File: src/rtl/fifo_pkg.sv
// Shared async-FIFO helpers: pointer width and width-generic Gray/binary conversion.
// Vectors up to MAX_W bits are handled; callers zero-extend and truncate to their width.
package fifo_pkg;

    localparam int unsigned MAX_W = 32;

    function automatic int unsigned ptr_width(input int unsigned addr_width);
        return addr_width + 32'd1;
    endfunction

    function automatic logic [MAX_W-1:0] bin2gray(input logic [MAX_W-1:0] bin);
        return bin ^ (bin >> 1);
    endfunction

    // XOR prefix from the MSB down; zero-extended upper bits leave the result unchanged
    function automatic logic [MAX_W-1:0] gray2bin(input logic [MAX_W-1:0] gray);
        logic [MAX_W-1:0] bin;
        bin[MAX_W-1] = gray[MAX_W-1];
        for (int i = MAX_W - 2; i >= 0; i--) begin
            bin[i] = bin[i+1] ^ gray[i];
        end
        return bin;
    endfunction

endpackage

File: src/rtl/gray2bin_conv.sv
// Combinational Gray-to-binary converter of parametrised width.
module gray2bin_conv
    import fifo_pkg::*;
#(
    parameter int unsigned W = 4
) (
    input  logic [W-1:0] i_gray,
    output logic [W-1:0] o_bin
);

    assign o_bin = W'(gray2bin(MAX_W'(i_gray)));

endmodule

File: src/rtl/fifo_rd_ptr_ctrl.sv
// Read-domain pointer and flag controller for the async FIFO: pointers, empty,
// level, almost-empty and sticky underflow, all updated from the next pointer.
module fifo_rd_ptr_ctrl
    import fifo_pkg::*;
#(
    parameter int unsigned ADDR_WIDTH    = 3,
    parameter int unsigned AEMPTY_THRESH = 1
) (
    input  logic                  rclk,
    input  logic                  rrst,
    input  logic                  rinc,
    input  logic [ADDR_WIDTH:0]   sync_w2r_ptr,
    input  logic                  runderflow_clr,
    output logic [ADDR_WIDTH:0]   rptr_gray,
    output logic [ADDR_WIDTH-1:0] raddr,
    output logic                  rd_en,
    output logic                  rempty,
    output logic                  raempty,
    output logic [ADDR_WIDTH:0]   rlevel,
    output logic                  runderflow
);

    localparam int unsigned PW = ptr_width(ADDR_WIDTH);
    localparam logic [PW-1:0] THRESH = PW'(AEMPTY_THRESH);

    logic [PW-1:0] r_rbin;
    logic [PW-1:0] r_rptr_gray;
    logic          r_rempty;
    logic          r_raempty;
    logic [PW-1:0] r_rlevel;
    logic          r_runderflow;

    logic          w_rd_en;
    logic [PW-1:0] w_rbin_next;
    logic [PW-1:0] w_rgray_next;
    logic [PW-1:0] w_wbin;
    logic [PW-1:0] w_level_next;
    logic          w_uf_set;

    assign w_rd_en      = rinc & ~r_rempty;
    assign w_uf_set     = rinc & r_rempty;
    assign w_rbin_next  = r_rbin + {{(PW-1){1'b0}}, w_rd_en};
    assign w_rgray_next = PW'(bin2gray(MAX_W'(w_rbin_next)));

    gray2bin_conv #(
        .W (PW)
    ) u_wptr_g2b (
        .i_gray (sync_w2r_ptr),
        .o_bin  (w_wbin)
    );

    // Level is taken against the next read pointer so a same-cycle read and write both count once
    assign w_level_next = w_wbin - w_rbin_next;

    // Pointer, flag and level registers with synchronous reset
    always_ff @(posedge rclk) begin
        if (rrst) begin
            r_rbin       <= '0;
            r_rptr_gray  <= '0;
            r_rempty     <= 1'b1;
            r_raempty    <= 1'b1;
            r_rlevel     <= '0;
            r_runderflow <= 1'b0;
        end else begin
            r_rbin      <= w_rbin_next;
            r_rptr_gray <= w_rgray_next;
            r_rempty    <= (w_rgray_next == sync_w2r_ptr);
            r_raempty   <= (w_level_next <= THRESH);
            r_rlevel    <= w_level_next;
            if (w_uf_set) begin
                r_runderflow <= 1'b1;
            end else if (runderflow_clr) begin
                r_runderflow <= 1'b0;
            end else begin
                r_runderflow <= r_runderflow;
            end
        end
    end

    assign rptr_gray  = r_rptr_gray;
    assign raddr      = r_rbin[ADDR_WIDTH-1:0];
    assign rd_en      = w_rd_en;
    assign rempty     = r_rempty;
    assign raempty    = r_raempty;
    assign rlevel     = r_rlevel;
    assign runderflow = r_runderflow;

endmodule
File: config.mk
export PLATFORM = sky130hd
export DESIGN_NAME = fifo_rd_ptr_ctrl
export DESIGN_NICKNAME = d
export VERILOG_FILES = /design/src/rtl/fifo_pkg.sv /design/src/rtl/gray2bin_conv.sv /design/src/rtl/fifo_rd_ptr_ctrl.sv
export SDC_FILE = /design/constraint.sdc
export NUM_CORES = 1
export LEC_CHECK = 0
export CAP_MARGIN = 20
export CELL_PAD_IN_SITES_DETAIL_PLACEMENT = 1
export CELL_PAD_IN_SITES_GLOBAL_PLACEMENT = 1
export CORE_AREA = 2 2 53 50
export DETAILED_ROUTE_END_ITERATION = 7
export DIE_AREA = 0 0 55 52
export PLACE_DENSITY = 0.8
export SYNTH_ARGS = -nofsm -noshare
export SYNTH_HDL_FRONTEND = slang
export SYNTH_HIERARCHICAL = 1
export SYNTH_SLANG_ARGS = --single-unit
File: constraint.sdc
create_clock -name rclk -period 3 [get_ports rclk]
set_clock_uncertainty 0.2 [all_clocks]
set_input_delay 0.6 -clock rclk [delete_from_list [all_inputs] [get_ports rclk]]
set_output_delay 0.6 -clock rclk [all_outputs]
set_load 0.01 [all_outputs]
[Yosys cells after proc, flatten, opt, wreduce, memory -nomap -nowiden]
Cells that the tools add are included.
Storage, ports and cells
  bits in registers: 15
  output and inout bits: 15
  input bits: 8
Operators by class
  magnitude comparators: 1
  mux-type cells: 2
  eq/ne operators: 1
  bitwise logic cells: 7
  add/sub/neg operators: 2
  reductions and logical operators: 1
Operators by type and width (count)
  4-bit by 1-bit adder with 4-bit output: 1
  4-bit == test: 1
  4-bit by 1-bit <= comparator with 1-bit output (second input constant): 1
  4-bit subtractor: 1
  4-bit by 3-bit XOR with 4-bit output: 1
  1-bit XOR: 3
  1-bit AND: 2
  1-bit two-way mux: 2
  2-bit nonzero test: 1
  1-bit NOT: 1

[Longest topological paths before layout]
Gate-level depths: netlist (run 1).
  word-level depth: 5
  mapped depth: 9
  mapped depth without buffers: 9

[Hierarchy]
The synthesis (run 1) kept the hierarchy.
Modules (own cells, without submodules)
  fifo_rd_ptr_ctrl: cells an instance 69, area each 684.4 um2, sequential area each 280.3 um2, times used 1
  gray2bin_conv: cells an instance 5, area each 50.0 um2, sequential area each 0.0 um2, times used 1

[Worst setup path after synthesis (run 1)]
OpenSTA, ideal clock, no wires.
  kind: input to register
  start: input port rinc
  end: register r_raempty, in the netlist raempty
  slack: 0.474 ns
  path buffers: 1
  cell stages on the path: 7
  library setup time: 0.096 ns
  data arrival time: 2.230 ns
  cell sequence: nor2b_1 ha_1 ha_1 clkbuf_1 xnor2_1 ha_1 o41ai_2
Between the ends
  longest elaborated chain between the ends: 4
RTL lines
  start, declared: RTL line fifo_rd_ptr_ctrl.sv:11  | input logic rinc,
  1-bit AND: RTL line fifo_rd_ptr_ctrl.sv:40  | assign w_rd_en = rinc & ~r_rempty;
  4-bit by 1-bit adder with 4-bit output: RTL line fifo_rd_ptr_ctrl.sv:42  | assign w_rbin_next = r_rbin + {{(PW-1){1'b0}}, w_rd_en};
  net w_rbin_next[1]: RTL line fifo_rd_ptr_ctrl.sv:34  | logic [PW-1:0] w_rbin_next;
  4-bit subtractor: RTL line fifo_rd_ptr_ctrl.sv:53  | assign w_level_next = w_wbin - w_rbin_next;
  net w_level_next[1]: RTL line fifo_rd_ptr_ctrl.sv:37  | logic [PW-1:0] w_level_next;
  4-bit by 1-bit <= comparator with 1-bit output: RTL line fifo_rd_ptr_ctrl.sv:68  | r_raempty <= (w_level_next <= THRESH);
  end signal, assigned: RTL line fifo_rd_ptr_ctrl.sv:68
  end, declared: RTL line fifo_rd_ptr_ctrl.sv:29  | logic r_raempty;
The timed path passes the listed nets, and every way through them passes these cells.
A chain may end at the register's enable or synchronous reset.

[Worst setup path in the final report (run 1)]
  start: input port rinc
  end: output port rd_en
Between the ends
  longest elaborated chain between the ends: 1
RTL lines
  1-bit AND: RTL line fifo_rd_ptr_ctrl.sv:40
  end, declared: RTL line fifo_rd_ptr_ctrl.sv:16  | output logic rd_en,
Every way passes these cells.

==> flow_summary.yaml, run 1 <==
setup_path:
  start_kind: "input port"
  crit_required_ps: 2200
  path_class: "input port to output port"
  critPathCaptureType: "output port"
  cp_max_fo: 2
  cp.arrival_ps: 1840
floorplanning:
  fp.dieH_um: 52
  initial_core_util: 0.314
  rows: 17
  core_region_area_um2: 2340
  io_pins: 23
  dieArea_um2: 2860
  die_x_um: 55
place:
  gp_congestion: 0.758
  post-place-ws_ps: 68.7
  place_inst: 125
  io_buffers: 22
synthesis:
  synth-edff-count: 0
  synth_fp_nets: 86
  yosysWarnings: 6
  ys.flop_type: "dfxtp_1"
  seq_area_frac_synth: 0.382
  syn_avg_cell_area_um2: 9.93
  syn_area_um2: 734
  ys_top_cells_by_area: "dfxtp_1 38%, xnor2_1 11%, xor2_1 7.2%"
  synthDominantCellAreaShare: 0.382
  syn_inst: 74
  ys_types: 24
  async_reset_ff_frac: 0
  yosys.area.top_type: "dfxtp_1"
  yosys_register_bits: 14
grt:
  first_global_vias: 667
  grt_max_degree: 12
  grt_pass1_wl_um: 2630
  antenna_found_initial: 0
  overflow: 0
  grtUsageTotal: 0.131
clock_network:
  holdBufCountCts: 0
  numCtsBuffers: 3
  clk_latency_ps: 280
  cts.path.max_buffers: 2
  root_buffer: "clkbuf_4"
  cts_tree: "done"
  cts_resized: 0
  post_cts_buffers: 0
  htreeDepth: 1
  clk_pin_slew_ps: 80
  tritoncts_num_sinks: 14
layout:
  nFillCells: 277
  area_delta_synth_final_pct: 39.9
  multi_input_area_um2: 428
  n_antenna_cell: 0
  seqCellArea_um2: 280
  instances_no_fill: 128
  fin_nets: 114
  drive_gt1_frac: 0.130
sta:
  whs_ps: 289
  rsz0062_at_grt: "false"
  maxSlewHeadroom: 0.701
  final_max_slew_viol_count: 0
  clock.fmax_mhz: 379
  setup_viol: 0
  period_minus_slack_ps: 2640
  worstMarginPinSlew_ps: 446
  fin_ws_ps: 362
  finalHoldViolations: 0
  fin_crit_sh: 0.879
  setup_tns_ps: 0
routing:
  drc: 0
  drt_first_pass_iters: 4
  drtIter0Drc: 3
  routed_wl_um: 1580
  via_count: 596
  viasPerCell: 4.66
  drtAntennaViolNets: 0
  avgRoutedWirePerCell_um: 12.3
outcome:
  status: "finished clean"
flow_run:
  max_cap_viol_count: 0
pwr:
  power_w: 0.000457
  ir_worst_vdd_uv: 183
  p_per_area_nw_per_um2: 445
  leakagePower_nw: 0.417
min_path:
  hold_path.class: "flop to flop"
-- final timing paths --
check	to	startpoint	slack [ps]	cells past startpoint
setup / recovery	rd_en	rinc	360	3
hold / removal	runderflow$_SDFFE_PP0P_	runderflow$_SDFFE_PP0P_	290	2
hold reg to reg	runderflow$_SDFFE_PP0P_	runderflow$_SDFFE_PP0P_	290	2
setup reg to reg	rempty$_SDFF_PP1_	rempty$_SDFF_PP1_	850	8
-- placed cells by master, fill, tap and decap left out, types with 2 or more instances in the layout --
master / n
dfxtp_1: 14
xnor2_1: 9
ha_1: 4
and2_1: 2
buf_4: 4
nand2_1: 5
clkdlybuf4s50_1: 22
a21oi_1: 3
clkbuf_4: 3
inv_1: 3
nand2b_1: 2
nor2b_1: 5
nor2_1: 7
xor2_1: 6
-- where the power goes --
| part | switching (W) | total, W | leakage [nW] | internal, W |
|---|---|---|---|---|
| Combinational | 0.0000633 | 0.000143 | 0.288 | 0.0000796 |
| Clock | 0.0000588 | 0.000105 | 0.0138 | 0.0000465 |
| Sequential | 0.00000570 | 0.000209 | 0.115 | 0.000203 |
-- critical path, cell delays in order --
cell             delay, ps
clkdlybuf4s50_1        480
nor2b_1                190
clkdlybuf4s50_1        560
-- through the flow --
stage,instance area (um2),utilization
2_1_floorplan,734,-
3_3_place_gp,1000,0.429
3_5_place_dp,1000,0.429
4_1_cts,1030,0.439
5_1_grt,1030,0.439
6_report,1030,0.439
-- cells in the mapped netlist, types with 2 or more instances --
master / instances
a21oi_1: 3
and2_1: 2
clkbuf_1: 2
dfxtp_1: 14
ha_1: 4
inv_1: 3
nand2_1: 5
nand2b_1: 2
nor2_1: 7
nor2b_1: 5
xnor2_1: 9
xor2_1: 6
-- sequential cells by signal (all words and copies together), names as in the netlist --
signal / cells
runderflow: 1
r_rbin: 4
raempty: 1
rptr_gray: 3
rempty: 1
rlevel: 4
-- cells by family after synthesis --
logic type,Yosys count,synth area share
buffers and inverters,6,0.0358
AND/OR/NAND/NOR,24,0.170
XOR/XNOR,18,0.256
AO/OA/AOI/OAI,7,0.0750
adder cells (fa/ha/maj),4,0.0681
multiplexers,1,0.0136
flip-flops,14,0.382
-- metal layers --
metal	routed length [um]	share of wire	track usage
met1	657	0.42	0.140
met5	0	0	0
met4	31	0.020	0.0488
met3	80	0.051	0.0345
met2	805	0.51	0.238
-- final cells by class --
class | count | share of cell area
clock buffers | 3 | 0.0219
flip-flops and latches | 14 | 0.273
multi-input cells | 54 | 0.417
well taps | 28 | 0.0341
inverters | 3 | 0.0110
repair buffers | 26 | 0.244
Power figures use the tool's default switching activity.
==> inputs of run 2 (changes only) <==
Settings changed: ABC_AREA from default to 1, CORE_AREA 2 2 53 50 to 2 2 58 55, DIE_AREA 0 0 55 52 to 0 0 60 57, PLACE_DENSITY 0.8 to 0.81.
==> run 2 against run 1 <==
Compared with the run above:
- setup slack got worse by 130 ps
- clock power up 4%
- global-route usage is 2.6 points higher
- via count up 54%
- sequential power hardly changed
- count of clock-buffer cells in the layout unchanged
- final area up 15%
- utilization decreased by 2.9 points
- sequential share of layout area is 3.5 points lower
==> flow_summary.yaml, run 2 <==
outcome:
  status: "finished clean"
setup_path:
  cp_max_fo: 2
  start_kind: "input port"
  critPathCaptureType: "flop"
  timing.rr.start: "rempty$_SDFF_PP1_"
  timing.rr.end: "raempty$_SDFF_PP1_"
  path_class: "input port to flop"
  reg2reg_setup_slack_ps: 740
  crit_required_ps: 2990
  cp.arrival_ps: 2760
  r2r.worst_path.cells: 13
floorplanning:
  fp.dieH_um: 57
  initial_core_util: 0.298
  rows: 19
  core_region_area_um2: 2880
  die_x_um: 60
  dieArea_um2: 3420
  io_pins: 23
clock_network:
  htreeDepth: 1
  cts.path.max_buffers: 2
  holdBufCountCts: 0
  post_cts_buffers: 0
  cts_tree: "done"
  cts_resized: 0
  clk_pin_slew_ps: 90
  tritoncts_num_sinks: 14
  numCtsBuffers: 3
  clk_latency_ps: 280
  root_buffer: "clkbuf_4"
grt:
  antenna_found_initial: 0
  met2_usage: 0.281
  top_usage_layer: "met2"
  grtUsageTotal: 0.156
  grt_util_met3: 0.0431
  grt_max_degree: 13
  use_met1: 0.180
  grt_pass1_wl_um: 3990
  overflow: 0
  first_global_vias: 954
pwr:
  leakagePower_nw: 0.612
  p_sw_frac: 0.306
  p_switching_w: 0.000139
  seq_power_share: 0.458
  ir_worst_vdd_uv: 233
  p_clk_frac: 0.239
  power_w: 0.000454
  p_comb_frac: 0.303
  p_int_w: 0.000315
  p_per_area_nw_per_um2: 385
synthesis:
  yosys.area.top_type: "dfxtp_1"
  syn_avg_cell_area_um2: 6.36
  synth_fp_nets: 147
  ys.flop_type: "dfxtp_1"
  async_reset_ff_frac: 0
  synth_common_cells: "44 x nand2_1, 23 x inv_1, 14 x dfxtp_1"
  yosysWarnings: 6
  yosys_register_bits: 14
  seq_area_frac_synth: 0.327
  synth-edff-count: 0
  synth_most_common_cell: "nand2_1"
  syn_inst: 135
  synthDominantCellAreaShare: 0.327
  syn_area_um2: 858
  ys_top_cells_by_area: "dfxtp_1 33%, nand2_1 19%, inv_1 10%"
  ys_types: 15
min_path:
  hp-start: "runderflow$_SDFFE_PP0P_"
  hold_depth: 2
  hold_path.class: "flop to flop"
  hold_end: "runderflow$_SDFFE_PP0P_"
routing:
  avgRoutedWirePerCell_um: 11.3
  drc: 0
  drtAntennaViolNets: 0
  drtIter0Drc: 24
  viasPerCell: 4.49
  via_count: 920
  drt_first_pass_iters: 5
  routed_wl_um: 2310
sta:
  rsz0062_at_grt: "false"
  maxSlewHeadroom: 0.671
  clock.fmax_mhz: 361
  worstMarginPinSlew_ps: 492
  period_minus_slack_ps: 2770
  setup_tns_ps: 0
  finalHoldViolations: 0
  fin_ws_ps: 231
  fin_crit_sh: 0.923
  setup_viol: 0
  final_max_slew_viol_count: 0
layout:
  postLayoutCellArea_um2: 1180
  final_cell_mix: "44 x nand2_1, 23 x inv_1, 22 x clkdlybuf4s50_1"
  final_common_cell: "nand2_1"
  n_antenna_cell: 0
  nFillCells: 387
  drive_gt1_frac: 0.141
  instances_no_fill: 205
  area_delta_synth_final_pct: 37.5
  fin_nets: 177
flow_run:
  max_cap_viol_count: 0
place:
  io_buffers: 22
  placed_area_um2: 1160
  place_inst: 202
  post-place-ws_ps: -62.2
  dpl.hpwl_um: 1950
  gp_congestion: 0.772
-- run 2: cell types whose count changed after synthesis, sizes merged, moves of 3 or more --
cell,change
nand2,+49
inv,+21
nand3,+17
xnor2,-10
xor2,-7
nor2b,-5
a21oi,+3
nor2,+3
-- run 2: metrics by stage --
stage / hold slack, ps / utilization
after floorplan: 283 / -
final: 271 / 0.410
after global routing: 310 / 0.410
after global placement: 248 / 0.402
after CTS: 277 / 0.410
after detailed placement: 259 / 0.402
-- run 2: layout make-up --
type                       instances  area (um2)  share of cell area
inverter                          24        90.1              0.0764
clock buffer                       3        22.5              0.0191
tap                               42        52.6              0.0445
timing repair buffer              27         258               0.218
sequential                        14         280               0.238
multi-input combinational         95         477               0.404
-- run 2: worst max path at each step --
stage,cells after the start,to,startpoint
finish,15,raempty$_SDFF_PP1_,rinc
global route,15,raempty$_SDFF_PP1_,rinc
CTS,15,raempty$_SDFF_PP1_,rinc
detailed placement,15,raempty$_SDFF_PP1_,rinc
global placement,15,raempty$_SDFF_PP1_,rinc
floorplan,14,raempty$_SDFF_PP1_,rinc
-- run 2: worst max-delay path: stages --
cell and delay [ps]:
clkdlybuf4s50_1 490, inv_1 50, nor2_1 140, ha_1 210
ha_1 250, inv_1 90, nand2_1 70, and2_1 160
ha_1 180, a21oi_1 150, nand3_1 120, nand3_1 100
nand2_1 50, nand2_1 60, inv_1 40
-- run 2: cells by family (layout without fill, tap and decap cells) --
family / after synthesis / count (layout) / share of synthesized area
simple gates: 85 / 85 / 0.462
buf+inv: 26 / 54 / 0.118
flops: 14 / 14 / 0.327
compound gates: 6 / 6 / 0.0350
fa+ha+maj: 4 / 4 / 0.0583
-- run 2: power by group through the flow --
stage / clock, W / combinational [W] / sequential (W)
global placement: 0 / 0.000135 / 0.000211
CTS: 0.000113 / 0.000141 / 0.000208
detailed placement: 0 / 0.000140 / 0.000212
finish: 0.000109 / 0.000138 / 0.000208
global route: 0.000118 / 0.000157 / 0.000209
floorplan: 0 / 0.0000662 / 0.000219
-- run 2: layer usage --
| layer | share of wire | wire [um] |
|---|---|---|
| met1 | 0.44 | 1010 |
| met3 | 0.029 | 66 |
| met5 | 0 | 0 |
| met2 | 0.53 | 1220 |
| met4 | 0.0091 | 21 |
==> inputs of run 3 (changes only) <==
Settings changed: ABC_CLOCK_PERIOD_IN_PS from default to 2900, CORE_AREA 2 2 58 55 to 2 2 54 51, DIE_AREA 0 0 60 57 to 0 0 56 53, PLACE_DENSITY 0.81 to 0.8, SYNTH_HIERARCHICAL 1 to default.
Clock period 3 ns to 2.9 ns, I/O delays scaled along.
==> run 3 against run 2 <==
Compared with the run above:
- combinational power barely moved
- utilization rose by 2.0 points
- flip-flop and latch count did not move
- via count fell by 27%
- global-route usage fell by 2.2 points
- critical path type unchanged
- hold slack got worse by 4.4 ps
- critical endpoint unchanged
- total power rose by 9.8%
==> flow_summary.yaml, run 3 <==
synthesis:
  synth_most_common_cell: "nand2_1"
  synth_common_cells: "21 x nand2_1, 15 x nor2_1, 14 x dfxtp_1, 14 x inv_1, 7 x nand3_1"
  yosys.area.top_type: "dfxtp_1"
  synth_fp_nets: 107
  yosysWarnings: 0
  ys_types: 18
  syn_area_um2: 707
  syn_avg_cell_area_um2: 7.52
  synth-edff-count: 0
  yosys_register_bits: 14
  ys_top_cells_by_area: "dfxtp_1 40%, nand2_1 11%, ha_1 8.8%"
  syn_inst: 94
  ys.flop_type: "dfxtp_1"
  async_reset_ff_frac: 0
  seq_area_frac_synth: 0.396
  synthDominantCellAreaShare: 0.396
grt:
  grtUsageTotal: 0.134
  grt_pass1_wl_um: 2990
  grt_max_degree: 11
  antenna_found_initial: 0
  overflow: 0
  first_global_vias: 721
pwr:
  p_clk_frac: 0.288
  leakagePower_nw: 0.495
  p_per_area_nw_per_um2: 487
  p_switching_w: 0.000141
  seq_power_share: 0.432
  p_comb_frac: 0.280
  p_sw_frac: 0.283
  ir_worst_vdd_uv: 271
  p_int_w: 0.000358
clock_network:
  tritoncts_num_sinks: 14
  root_buffer: "clkbuf_4"
  numCtsBuffers: 3
  post_cts_buffers: 0
  clk_pin_slew_ps: 80
  cts_tree: "done"
  holdBufCountCts: 0
  cts_resized: 0
  clk_latency_ps: 290
  cts.path.max_buffers: 2
  htreeDepth: 1
place:
  post-place-ws_ps: -49.9
  placed_area_um2: 988
  io_buffers: 22
  gp_congestion: 0.793
  dpl.hpwl_um: 1460
setup_path:
  reg2reg_setup_slack_ps: 740
  cp_max_fo: 3
  r2r.worst_path.cells: 12
  crit_required_ps: 2890
  timing.rr.end: "raempty$_SDFF_PP1_"
  start_kind: "input port"
  cp.arrival_ps: 2610
  path_class: "input port to flop"
  critPathCaptureType: "flop"
  timing.rr.start: "rempty$_SDFF_PP1_"
  cp-startpoint: "rinc"
layout:
  final_common_cell: "clkdlybuf4s50_1"
  final_cell_mix: "22 x clkdlybuf4s50_1, 21 x nand2_1, 15 x nor2_1"
  n_antenna_cell: 0
  final_util: 0.430
  drive_gt1_frac: 0.138
  fin_nets: 137
  area_delta_synth_final_pct: 45.0
  postLayoutCellArea_um2: 1020
routing:
  drc: 0
  drtAntennaViolNets: 0
  routed_wl_um: 1670
  drtIter0Drc: 10
  via_count: 673
  viasPerCell: 4.46
  avgRoutedWirePerCell_um: 11.1
  drt_first_pass_iters: 4
min_path:
  hold_path.class: "flop to flop"
  hold_end: "runderflow$_SDFFE_PP0P_"
  hold_depth: 2
  hp-start: "runderflow$_SDFFE_PP0P_"
floorplanning:
  rows: 17
  die_x_um: 56
  core_region_area_um2: 2380
  dieArea_um2: 2970
  io_pins: 23
  initial_core_util: 0.297
  fp.dieH_um: 53
sta:
  worstMarginPinSlew_ps: 271
  rsz0062_at_grt: "false"
  clock.fmax_mhz: 382
  period_minus_slack_ps: 2620
  maxSlewHeadroom: 0.818
  setup_viol: 0
  fin_crit_sh: 0.902
  final_max_slew_viol_count: 0
  finalHoldViolations: 0
  fin_ws_ps: 283
flow_run:
  max_cap_viol_count: 0
outcome:
  status: "finished clean"
## run 3: final cells by class
cell class              count  area, um2
clock buffers               4       36.3
fillers                   314       1360
inverters                  16       60.1
multi-input cells          63        363
flip-flops and latches     14        280
well taps                  28       35.0
repair buffers             26        250
## run 3: cell families after synthesis
kind of cell    synth area share
compound gates            0.0212
xor+xnor                   0.108
fa+ha+maj                 0.0885
flops                      0.396
buf+inv                   0.0903
simple gates               0.296
## run 3: metal layers
layer	share of wire	wire length (um)	global-route usage
met1	0.40	669	0.125
met3	0.047	78	0.0416
met2	0.53	879	0.259
met5	0	0	0
met4	0.027	46	0.0833
## run 3: how the worst max path moves through the flow
stage,endpoint,slack (ps),cells past startpoint
floorplan,raempty$_SDFF_PP1_,460,15
global placement,raempty$_SDFF_PP1_,40,14
detailed placement,raempty$_SDFF_PP1_,-50,14
CTS,raempty$_SDFF_PP1_,250,14
global route,raempty$_SDFF_PP1_,50,13
finish,raempty$_SDFF_PP1_,280,14
## run 3: critical path: stages
cell             delay [ps]
clkdlybuf4s50_1         490
inv_1                    50
nor2_1                  120
ha_1                    190
ha_1                    200
xnor2_2                  90
ha_1                    310
inv_1                    70
nor2_1                   80
nand3_1                 100
nand3_1                  90
nand2_1                  50
nor2_1                  120
nor2_1                   50
## run 3: stage by stage
step	std cells	TNS (ps)	total power, W	hold slack (ps)
5_1_grt	151	0	0.000534	297
3_5_place_dp	147	-49.9	0.000362	264
2_1_floorplan	94	0	0.000293	283
4_1_cts	151	0	0.000507	276
6_report	151	0	0.000499	267
3_3_place_gp	147	0	0.000355	251
## run 3: power groups by stage
stage	Sequential [W]	Clock (W)	Combinational, W
2_1_floorplan	0.000229	0	0.0000636
3_3_place_gp	0.000219	0	0.000136
4_1_cts	0.000216	0.000149	0.000142
6_report	0.000216	0.000144	0.000140
5_1_grt	0.000217	0.000160	0.000157
3_5_place_dp	0.000221	0	0.000141
